==> src/rtl/mem_dma.sv <==
// Byte-wise memory-to-memory DMA: copies len bytes from src to dst (read/write pairs),
// or fills dst with a constant when built with MEM_DMA_FILL_EN defined.
module mem_dma (
   input  logic       CLK,
   input  logic       RST_N,
   input  logic       start,
   input  logic [7:0] src_addr,
   input  logic [7:0] dst_addr,
   input  logic [7:0] len,
   input  logic       fill,
   input  logic [7:0] fill_val,
   output logic       busy,
   output logic       done,
   output logic [7:0] mem_addr,
   output logic [7:0] mem_wdata,
   output logic       mem_we,
   input  logic [7:0] mem_rdata
);

   typedef enum logic [1:0] {IDLE, RD, WR, FILL} state_t;

   state_t     state_q, state_d;
   logic [7:0] cnt_q, cnt_d;
   logic [7:0] src_q, src_d;
   logic [7:0] dst_q, dst_d;
   logic [7:0] len_q, len_d;
   logic [7:0] buf_q, buf_d;
   logic       done_q, done_d;
   logic       last;

`ifdef MEM_DMA_FILL_EN
   logic [7:0] fill_val_q, fill_val_d;
`else
   logic       unused_fill;
   assign unused_fill = ^{fill, fill_val};
`endif

   always_ff @(posedge CLK or negedge RST_N) begin
      if (!RST_N) begin
         state_q    <= IDLE;
         cnt_q      <= '0;
         src_q      <= '0;
         dst_q      <= '0;
         len_q      <= '0;
         buf_q      <= '0;
         done_q     <= 1'b0;
`ifdef MEM_DMA_FILL_EN
         fill_val_q <= '0;
`endif
      end else begin
         state_q    <= state_d;
         cnt_q      <= cnt_d;
         src_q      <= src_d;
         dst_q      <= dst_d;
         len_q      <= len_d;
         buf_q      <= buf_d;
         done_q     <= done_d;
`ifdef MEM_DMA_FILL_EN
         fill_val_q <= fill_val_d;
`endif
      end
   end

   // len_q is never 0 outside IDLE, so len_q-1 cannot underflow while it matters.
   assign last = (cnt_q == len_q - 8'd1);

   always_comb begin
      state_d    = state_q;
      cnt_d      = cnt_q;
      src_d      = src_q;
      dst_d      = dst_q;
      len_d      = len_q;
      buf_d      = buf_q;
      done_d     = 1'b0;
`ifdef MEM_DMA_FILL_EN
      fill_val_d = fill_val_q;
`endif
      case (state_q)
         IDLE: begin
            if (start) begin
               src_d      = src_addr;
               dst_d      = dst_addr;
               len_d      = len;
               cnt_d      = '0;
`ifdef MEM_DMA_FILL_EN
               fill_val_d = fill_val;
`endif
               if (len == 8'd0)
                  done_d = 1'b1;
`ifdef MEM_DMA_FILL_EN
               else if (fill)
                  state_d = FILL;
`endif
               else
                  state_d = RD;
            end
         end
         RD: begin
            buf_d   = mem_rdata;
            state_d = WR;
         end
         WR: begin
            if (last) begin
               state_d = IDLE;
               done_d  = 1'b1;
            end else begin
               cnt_d   = cnt_q + 8'd1;
               state_d = RD;
            end
         end
`ifdef MEM_DMA_FILL_EN
         FILL: begin
            if (last) begin
               state_d = IDLE;
               done_d  = 1'b1;
            end else begin
               cnt_d = cnt_q + 8'd1;
            end
         end
`endif
         default: state_d = IDLE;
      endcase
   end

   // Memory-side outputs decode only from registered state, so mem_we cannot glitch.
   always_comb begin
      busy      = 1'b0;
      mem_we    = 1'b0;
      mem_addr  = '0;
      mem_wdata = '0;
      case (state_q)
         RD: begin
            busy     = 1'b1;
            mem_addr = src_q + cnt_q;
         end
         WR: begin
            busy      = 1'b1;
            mem_addr  = dst_q + cnt_q;
            mem_wdata = buf_q;
            mem_we    = 1'b1;
         end
`ifdef MEM_DMA_FILL_EN
         FILL: begin
            busy      = 1'b1;
            mem_addr  = dst_q + cnt_q;
            mem_wdata = fill_val_q;
            mem_we    = 1'b1;
         end
`endif
         default: ;
      endcase
   end

   assign done = done_q;

endmodule

==> config.mk <==
export PLATFORM = sky130hd
export DESIGN_NAME = mem_dma
export DESIGN_NICKNAME = d
export VERILOG_FILES = /design/src/rtl/mem_dma.sv
export SDC_FILE = /design/constraint.sdc
export NUM_CORES = 1
export LEC_CHECK = 0
export CORE_MARGIN = 2
export CORE_UTILIZATION = 29
export CTS_BUF_LIST = sky130_fd_sc_hd__clkbuf_4
export CTS_CLUSTER_DIAMETER = 30
export CTS_CLUSTER_SIZE = 30
export DETAILED_ROUTE_END_ITERATION = 8
export PLACE_DENSITY = 0.61
export SLEW_MARGIN = 15
export SYNTH_ARGS = -nofsm -noshare
export SYNTH_HDL_FRONTEND = slang
export SYNTH_SLANG_ARGS = --single-unit
export TNS_END_PERCENT = 20
==> constraint.sdc <==
create_clock -name CLK -period 3.3 [get_ports CLK]
set_input_delay 0.66 -clock CLK [delete_from_list [all_inputs] [get_ports CLK]]
set_output_delay 0.66 -clock CLK [all_outputs]
set_load 0.05 [all_outputs]
## After elaboration in Yosys (flattened, before gate mapping)

Index checks and enable logic that the tools add are counted.
Widths: inputs -> output; s select.

- Add/subtract/negate cells: 4
- Equality and inequality tests: 6
- Bitwise operators: 0
- Shift operators: 0
- Muxes and demuxes: 15
- Multiply operators: 0
- $lt $le $gt $ge: 0
- Div/mod/pow operators: 0
- Reduce and logical (&&, ||, !) cells: 7

Operators with widths:

| operator | count |
|---|---|
| $pmux 8 s2 | 2 |
| $mux 8 | 3 |
| $add 8x8->8 | 2 |
| $add 8x1->8 const B | 1 |
| $eq 8x8->1 | 1 |
| $logic_not 8->1 | 1 |
| $sub 8x1->8 const B | 1 |
| $mux 1 | 6 |
| $ne 2x2->1 const B | 3 |
| $pmux 2 s3 | 1 |
| $mux 2 | 2 |
| $reduce_and 2->1 | 2 |
| $reduce_and 3->1 | 1 |
| $eq 2x1->1 const B | 1 |
| $eq 2x2->1 const B | 1 |
| $logic_not 2->1 | 1 |
| $pmux 1 s2 | 1 |
| $reduce_bool 2->1 | 1 |
| $reduce_or 2->1 | 1 |

- Latch bits: 0
- Logic and storage cells: 39
- ROM bits: 0
- Output and inout bits: 19
- RAM bits: 0
- Flip-flop bits (word level): 43
- Memories: 0

## Longest topological paths before layout

Gate-level depths: netlist of the first run.

- Word-level depth: 4
- Mapped depth: 14

## Worst setup path after synthesis of the first run

OpenSTA, ideal clock, no wires.

- Path kind: register to output
- Start: register state_q[0]
- End: output port mem_addr[7]
- Path slack: -0.849 ns
- Data arrival time: 3.489 ns
- Cell stages (with the launch flop): 13
- Required time: 2.640 ns
- Path through: dfrtp_1 inv_1 ha_1 clkbuf_1 mux2_2 ha_1 a21o_1 a21oi_1 nor2b_1 o21a_1 o41a_1 xnor2_1 and2_1

- Longest elaborated chain between the ends: 2

Ends and longest elaborated chain:

| element | RTL line | source |
|---|---|---|
| start, declared | 22 | `state_t state_q, state_d;` |
| start signal, assigned | 51 | `state_q <= state_d;` |
| $eq 2x2->1 or $eq 2x1->1 (tied branches) | 131 | `case (state_q)` |
| $pmux 8 s2 (*) | 131 |  |
| end, declared | 14 | `output logic [7:0] mem_addr,` |

Every way passes the cells marked *; elsewhere a longest branch is shown, timed or not.

## Final worst setup path of the first run

Ends and elaborated chain as after synthesis.

==> summary.txt, run 1 <==
Outcome
  – Status: complete, but fails checks
  – Violations in the final reports: setup timing

Synthesis
  – Biggest area contributors in the synthesized netlist: sky130_fd_sc_hd__dfrtp_1 43%, sky130_fd_sc_hd__mux2_2 18%, sky130_fd_sc_hd__ha_1 7.0%
  – Syn nets: 287
  – Post-synthesis register bit count: 43
  – Count of distinct cell types in the synthesized netlist: 39
  – Post-synthesis cell count: ~230
  – Dominant cell type by area after synthesis: sky130_fd_sc_hd__dfrtp_1
  – Post-synth top area share: 0.429
  – Combined area of all synthesized cells: 2510 um^2
  – Synth warn: 0
  – Average footprint of a synthesized cell: 11.0 um^2
  – Register area share after synthesis: 0.429

GRT
  – Vias in the first global route: about 2000
  – Wire length of the first global-routing pass: between 9 and 10 mm
  – Overall fraction of global-route tracks in use: 0.115
  – Antenna violations before repair: 0
  – Pin count of the biggest net entering global routing: 44
  – Total overflow reported by the global router: 0

Timing
  – Final clock skew: 0.0142 ns
  – Tightest Pin Transition: ~0.97 ns
  – Slew HR: 0.353
  – Setup repair after global routing missed its margin: yes
  – Maximum clock rate: 282 MHz
  – Share of the clock period used by the worst path: 1.07
  – Worst path setup slack after routing: -0.244 ns
  – Post-layout min period: about 3.5 ns
  – Max Transition Viols Final: 0
  – Final Hold Vio Count: 0
  – Total setup violations reported at the end of the flow: 3

Detailed routing
  – Overall via count from detail_route: 1853
  – DRC violation count after routing: 0
  – Max Used Layer: met4
  – Number of DRC violations after detailed-routing iteration 0: 59
  – Number of vias per cell: about 4.7
  – Detailed-router iteration count before antenna repair: 4
  – Average wire length per cell after detail routing: approximately 13 um
  – Overall routed net length: between 5 and 6 mm
  – Total length of routed met3 wires: 228 um
  – Met1 Wirelength: about 2.4 mm
  – Post-route antenna net violation count: 0
  – Met2 wire length: 2.46 mm

Setup path
  – Worst Reg-to-Reg Cells: 9
  – Reg-to-Reg Start: len_q[0]
  – Crit Path Max Fanout: 6
  – CP endpoint kind: primary output
  – Capture instance of the worst register-to-register path: cnt_q[0]
  – Setup CP Type: reg -> out
  – Worst Path Arrival: around 2.9 ns
  – Kind of start point of the critical path: flop
  – Worst EP required: between 2 and 3 ns
  – Minimum setup slack among reg-to-reg paths: between 0.6 and 0.7 ns

Die
  – Height of the die: slightly below 100 um
  – Starting Density: 0.302
  – Die X-Extent: just under 100 um
  – Floorplan Core Area: slightly above 8000 um^2
  – Area of the die: about 9400 um^2
  – Boundary Pins: between 60 and 70
  – Standard-cell row count: 33

Pwr
  – Leakage Power: ~1.5 nW
  – Worst ir drop on vdd: around 0.2 mV
  – Cell area power density: between 200 and 300 nW/um^2

Cells and area
  – Fraction of layout instances using a drive strength above 1: 0.279
  – Utilization after layout: 0.412
  – Filler cells: between 700 and 800
  – Non-filler cells in the finished layout: between 300 and 400
  – Final antenna diode count: 0
  – Net total in the final layout: around 350
  – Area growth from synthesis to layout: 36.5%

Job
  – Max-cap violations: 0

Worst hold path
  – Class of the most critical hold timing path: in -> async

Clock network
  – Clock transition at the registers of the reported paths: 0.14 ns
  – Number of setup buffers added after CTS: 0
  – Clock network latency to the later pin of the worst-skew pair: 0.35 ns
  – Clock sink count: 43
  – Number of buffers between clock root and the deepest sink: 2
  – CTS Buf Count: 5
  – CTS H-tree lvls: 2
  – Clock root buffer master: sky130_fd_sc_hd__clkbuf_4
  – Number of hold buffers added after cts: 0
  – TritonCTS clock tree: done

Placement
  – Estimated wirelength of the detail-placed design: 3.99 mm
  – Number of input and output port buffers inserted: 53
  – Number of placed instances, taps included: between 300 and 400
  – Place WS: approximately 0.059 ns
  – Gpl congestion: 0.742
[registers in the layout, summed over array words and instances (netlist names)]
name,count
buf_q,8
cnt_q,8
dst_q,8
len_q,8
src_q,8
state_q,2
done,1
[worst max-delay path by stage]
stage               start     endpoint  slack [ns]  cells past startpoint
3_3_place_gp   state_q[0]  mem_addr[7]        0.07                     12
5_1_grt        state_q[0]  mem_addr[7]       -0.42                     12
4_1_cts        state_q[0]  mem_addr[7]       -0.30                     12
6_report       state_q[0]  mem_addr[7]       -0.24                     12
2_1_floorplan  state_q[0]  mem_addr[7]        -0.1                     12
3_5_place_dp   state_q[0]  mem_addr[7]        0.06                     12
[layout by cell type (no fill, tap or decap), drive strengths merged, types with 2 or more instances in the layout]
cell | Yosys | layout
nand2 | 10 | 10
clkdlybuf4s50 | 0 | 44
xor2 | 4 | 4
and2 | 14 | 14
mux2 | 40 | 40
clkbuf | 5 | 5
and3 | 3 | 3
nor2b | 4 | 4
or3 | 5 | 5
o21ai | 10 | 10
clkinv | 0 | 2
xnor2 | 15 | 15
inv | 11 | 11
a21o | 2 | 2
nor2 | 10 | 10
nand3 | 6 | 6
dfrtp | 43 | 43
buf | 1 | 16
ha | 14 | 14
a21oi | 7 | 7
nor4 | 3 | 3
nor3 | 3 | 3
[worst max-delay path, stage by stage (launching register included)]
cell                      delay (ns)
sky130_fd_sc_hd__dfrtp_1        0.42
sky130_fd_sc_hd__inv_2          0.08
sky130_fd_sc_hd__ha_4           0.17
sky130_fd_sc_hd__mux2_4         0.32
sky130_fd_sc_hd__ha_4           0.21
sky130_fd_sc_hd__a21o_1         0.18
sky130_fd_sc_hd__a21oi_2        0.14
sky130_fd_sc_hd__nor2b_1        0.06
sky130_fd_sc_hd__o21a_1         0.18
sky130_fd_sc_hd__o41a_1         0.32
sky130_fd_sc_hd__xnor2_1        0.15
sky130_fd_sc_hd__and2_4         0.17
sky130_fd_sc_hd__buf_12         0.13
[Yosys cell counts, drive strengths merged]
library cell and count:
a211o 1, a221oi 1, o41a 1, fa 1, nor3b 1, nor2b 4, xnor2 15, a21o 2
mux2i 1, o31ai 1, a211oi 1, nor3 3, xor2 4, o21a 1, inv 11, buf 1
or4 1, nand3b 1, o32ai 1, mux2 40, o211ai 1, dfrtp 43, and4 1, nor4 3
o21bai 1, or3 5, o21ai 10, clkbuf 5, nand4 1, nand2 10, and3 3, nand3 6
a21oi 7, nand2b 1, and2 14, ha 14, a22oi 1, nor2 10
[power by group]
group / internal, mW / switching [mW]
clock: 0.160 / 0.178
sequential: 0.532 / 0.00197
combinational: 0.0491 / 0.0395
total: 0.741 / 0.220
[through the flow]
stage / hold slack (ns) / cell area, um^2 / total power, mW / TNS, ns
floorplan: 0.364 / 2550 / 0.571 / -0.228
global placement: 0.483 / 3290 / 0.634 / 0
detailed placement: 0.492 / 3290 / 0.635 / 0
CTS: 0.486 / 3410 / 0.976 / -0.625
global route: 0.519 / 3420 / 1.01 / -1.01
finish: 0.446 / 3420 / 0.960 / -0.471
[cells by family (layout without fill, tap and decap cells)]
kind of cell             count (synthesis)  in the layout  share of synthesized area
AND/OR/NAND/NOR                         64             64                      0.140
flip-flops                              43             43                      0.429
multiplexers                            41             41                      0.184
AO/OA/AOI/OAI                           29             29                     0.0768
XOR/XNOR                                19             19                     0.0664
buffers and inverters                   17             79                     0.0259
adder cells (fa/ha/maj)                 15             15                     0.0778
[area by class of cell]
type | instances | area [um^2] | area share
clock buffers | 5 | 37.5 | 0.0110
clock inverters | 3 | 43.8 | 0.0128
inverters | 11 | 41.3 | 0.0121
multi-input cells | 168 | 1450 | 0.423
flip-flops and latches | 43 | 1080 | 0.314
well taps | 105 | 131 | 0.0384
repair buffers | 60 | 646 | 0.189
[layer usage]
metal,GRT usage,vias to the layer above
met4,0.0228,0
met1,0.152,885
met2,0.191,43
met3,0.0282,3
li1,-,922
met5,0,-
[repair_timing]
action | 4_1_cts | 5_1_grt
pin swaps | 1 | 3
setup endpoints to repair | 4 | 4
resized for setup | 8 | 3
Power figures use the tool's default switching activity.
==> run 2: changes to the inputs <==
--- a/config.mk
+++ b/config.mk
@@ -6,12 +6,12 @@
 export NUM_CORES = 1
 export LEC_CHECK = 0
 export CORE_MARGIN = 2
-export CORE_UTILIZATION = 29
+export CORE_UTILIZATION = 45
 export CTS_BUF_LIST = sky130_fd_sc_hd__clkbuf_4
 export CTS_CLUSTER_DIAMETER = 30
 export CTS_CLUSTER_SIZE = 30
 export DETAILED_ROUTE_END_ITERATION = 8
-export PLACE_DENSITY = 0.61
+export PLACE_DENSITY = 0.84
 export SLEW_MARGIN = 15
 export SYNTH_ARGS = -nofsm -noshare
 export SYNTH_HDL_FRONTEND = slang
==> constraint.sdc (replaced) <==
create_clock -name CLK -period 3.3 [get_ports CLK]
set_input_delay 0.66 -clock CLK [delete_from_list [all_inputs] [get_ports CLK]]
set_output_delay 0.66 -clock CLK [all_outputs]
set_load 0.01 [all_outputs]
==> run 2 against run 1 <==
The flow still finishes with violations (setup timing). Setup slack worse by 0.039 ns. First-iteration DRC count up 46%. Flip-flop and latch count unchanged.
==> summary.txt, run 2 (synthesis gave the netlist of run 1 again) <==
Detailed routing
  – Number of DRC violations after detailed-routing iteration 0: 86 (+46%)
  – Detailed-router iteration count before antenna repair: 4 (unchanged)
  – Overall routed net length: 5.62 mm (+10%)
  – Number of vias per cell: 5.17 (+10%)
  – Average wire length per cell after detail routing: 14.8 um (+15%)
  – Post-route antenna net violation count: 0 (unchanged)
  – DRC violation count after routing: 0 (unchanged)
  – Overall via count from detail_route: 1959 (+5.7%)

Setup path
  – Worst EP required: 2.64 ns (about the same)
  – Minimum setup slack among reg-to-reg paths: 0.61 ns (about the same)
  – Reg-to-Reg Start: len_q[0]
  – Number of buffer and inverter instances along the worst setup path: 2 (unchanged)
  – Critical path's most frequent cell: sky130_fd_sc_hd__ha_4
  – Capture instance of the worst register-to-register path: cnt_q[0]
  – Worst Reg-to-Reg Cells: 9 (unchanged)
  – CP endpoint kind: primary output
  – Cell with the largest stage delay on the worst path: sky130_fd_sc_hd__dfrtp_1
  – Crit Path Max Fanout: 5 (-1)
  – Worst Path Arrival: 2.92 ns (+0.04 ns)
  – Delay-heaviest family, CP: compound AO/OA/AOI/OAI gates
  – Setup CP Type: reg -> out
  – Worst-path cell chain: inv_2, ha_4, mux2_4, ha_4, a21o_1, a21oi_2, nor2b_1, o21a_1, o41a_1, xnor2_1, and2_1, buf_2
  – Critical Path Max Stage Delay: 0.42 ns (about the same)
  – Kind of start point of the critical path: flop

Placement
  – Estimated wirelength of the detail-placed design: 4.04 mm (+1.2%)
  – Number of input and output port buffers inserted: 53 (unchanged)
  – Instance area at placement: 3250 um^2 (-1.1%)
  – Place WS: -0.413 ns (-0.472 ns)
  – Gpl congestion: 0.798 (+7.6%)

Die
  – Height of the die: 78.6 um (-19%)
  – Boundary Pins: 63 (unchanged)
  – Floorplan Core Area: 5440 um^2 (-34%)
  – Standard-cell row count: 27 (-18%)
  – Area of the die: 6190 um^2 (-34%)
  – Die X-Extent: 78.6 um (-19%)
  – Starting Density: 0.461 (+0.159)

GRT
  – Vias in the first global route: 2040 (+2.6%)
  – Total overflow reported by the global router: 0 (unchanged)
  – Wire length of the first global-routing pass: 9.14 mm (+0.23%)
  – Overall fraction of global-route tracks in use: 0.189 (+0.0747)
  – Pin count of the biggest net entering global routing: 44 (unchanged)
  – Antenna violations before repair: 0 (unchanged)

Pwr
  – Final Power: 890 uW (-7.4%)
  – Leakage Power: 1.59 nW (+3.3%)
  – Cell area power density: 260 nW/um^2 (-7.2%)
  – Worst ir drop on vdd: 0.218 mV (+9.5%)

Clock network
  – CTS H-tree lvls: 2 (unchanged)
  – Number of buffers between clock root and the deepest sink: 2 (unchanged)
  – Clock root buffer master: sky130_fd_sc_hd__clkbuf_4
  – Number of hold buffers added after cts: 0 (unchanged)
  – TritonCTS clock tree: done
  – Clock sink count: 43 (unchanged)
  – Clock network latency to the later pin of the worst-skew pair: 0.38 ns (+0.03 ns)
  – CTS Buf Count: 5 (unchanged)
  – Clock transition at the registers of the reported paths: 0.15 ns (about the same)

Timing
  – Tightest Pin Transition: 0.971 ns (+0.00120 ns)
  – Worst path setup slack after routing: -0.283 ns (-0.0387 ns)
  – Worst hold slack: 0.419 ns (-0.0270 ns)
  – Maximum clock rate: 279 MHz (-1.1%)
  – Final clock skew: 0.0214 ns (+0.00717 ns)
  – Setup repair after global routing missed its margin: yes
  – Share of the clock period used by the worst path: 1.09 (+0.0117)
  – Max Transition Viols Final: 0 (unchanged)
  – Total setup violations reported at the end of the flow: 4 (+1)
  – Final Hold Vio Count: 0 (unchanged)
  – Post-layout min period: 3.58 ns (+0.0387 ns)
  – Slew HR: 0.352 (-0.000798)

Outcome
  – Violations in the final reports: setup timing
  – Status: complete, but fails checks

Cells and area
  – Most common cell after layout, fill and taps aside: sky130_fd_sc_hd__clkdlybuf4s50_1
  – Net total in the final layout: 365 (+4.9%)
  – Finished layout cell area: 3420 um^2 (-0.15%)
  – Final antenna diode count: 0 (unchanged)
  – Utilization after layout: 0.628 (+0.216)
  – Area taken by flip-flops and latches: 1080 um^2 (unchanged)
  – Most frequent cells in the layout: 45 x sky130_fd_sc_hd__clkdlybuf4s50_1, 43 x sky130_fd_sc_hd__dfrtp_1, 39 x sky130_fd_sc_hd__mux2_2
  – Area taken by multi-input logic gates: 1460 um^2 (+0.86%)
  – Fraction of layout instances using a drive strength above 1: 0.313 (+0.0334)
  – Filler cells: 464 (-42%)
  – Area growth from synthesis to layout: 36.3%

Worst hold path
  – Class of the most critical hold timing path: in -> async

Job
  – Max-cap violations: 0 (unchanged)
==> run 2: how the worst max path moves through the flow <==
stage               startpoint          end  slack (ns)  cells past startpoint
floorplan           state_q[0]  mem_addr[7]        0.03                     12
global placement    state_q[0]  mem_addr[7]       -0.32                     12
detailed placement  state_q[0]  mem_addr[7]       -0.41                     12
CTS                 state_q[0]  mem_addr[7]       -0.28                     12
global route        state_q[0]  mem_addr[7]       -0.40                     12
finish              state_q[0]  mem_addr[7]       -0.28                     12
==> run 2: timing repair <==
item                       4_1_cts  5_1_grt
setup endpoints to repair        7        6
cloned                           0        0
setup buffers                    3        2
pin swaps                        3        3
gates resized for setup         29       12
==> run 2: routing by layer <==
| layer | vias to the layer above | share of wire | track usage |
|---|---|---|---|
| li1 | 956 | - | - |
| met1 | 953 | 0.42 | 0.219 |
| met2 | 42 | 0.53 | 0.345 |
| met3 | 8 | 0.039 | 0.0471 |
| met4 | 0 | 0.013 | 0.0526 |
| met5 | - | 0 | 0 |
==> run 2: area by class of cell <==
cell class / count / area share
repair buffers: 77 / 0.201
well taps: 72 / 0.0264
flip-flops and latches: 43 / 0.315
inverters: 11 / 0.0121
multi-input cells: 168 / 0.427
clock inverters: 3 / 0.00732
clock buffers: 5 / 0.0110
==> run 2: report_power, final <==
| group | total [mW] | internal, mW | switching (mW) |
|---|---|---|---|
| sequential | 0.534 | 0.532 | 0.00229 |
| combinational | 0.0733 | 0.0492 | 0.0241 |
| clock | 0.282 | 0.0855 | 0.196 |
| total | 0.890 | 0.667 | 0.223 |
==> run 2: worst register-to-register path, delay by kind of cell (launching register included) <==
family                     cells  cell delay [ns]
and+or+nand+nor                1             0.10
buffers and inverters          1             0.06
adders and majority gates      1             0.28
AOI/OAI and AO/OA              5             1.43
muxes                          1             0.29
DFF                            1             0.45
==> run 2: metrics by stage <==
step / cells / TNS (ns)
3_3_place_gp: 366 / -0.733
4_1_cts: 377 / -0.743
2_1_floorplan: 228 / 0
3_5_place_dp: 366 / -1.11
6_report: 379 / -0.787
5_1_grt: 379 / -1.22
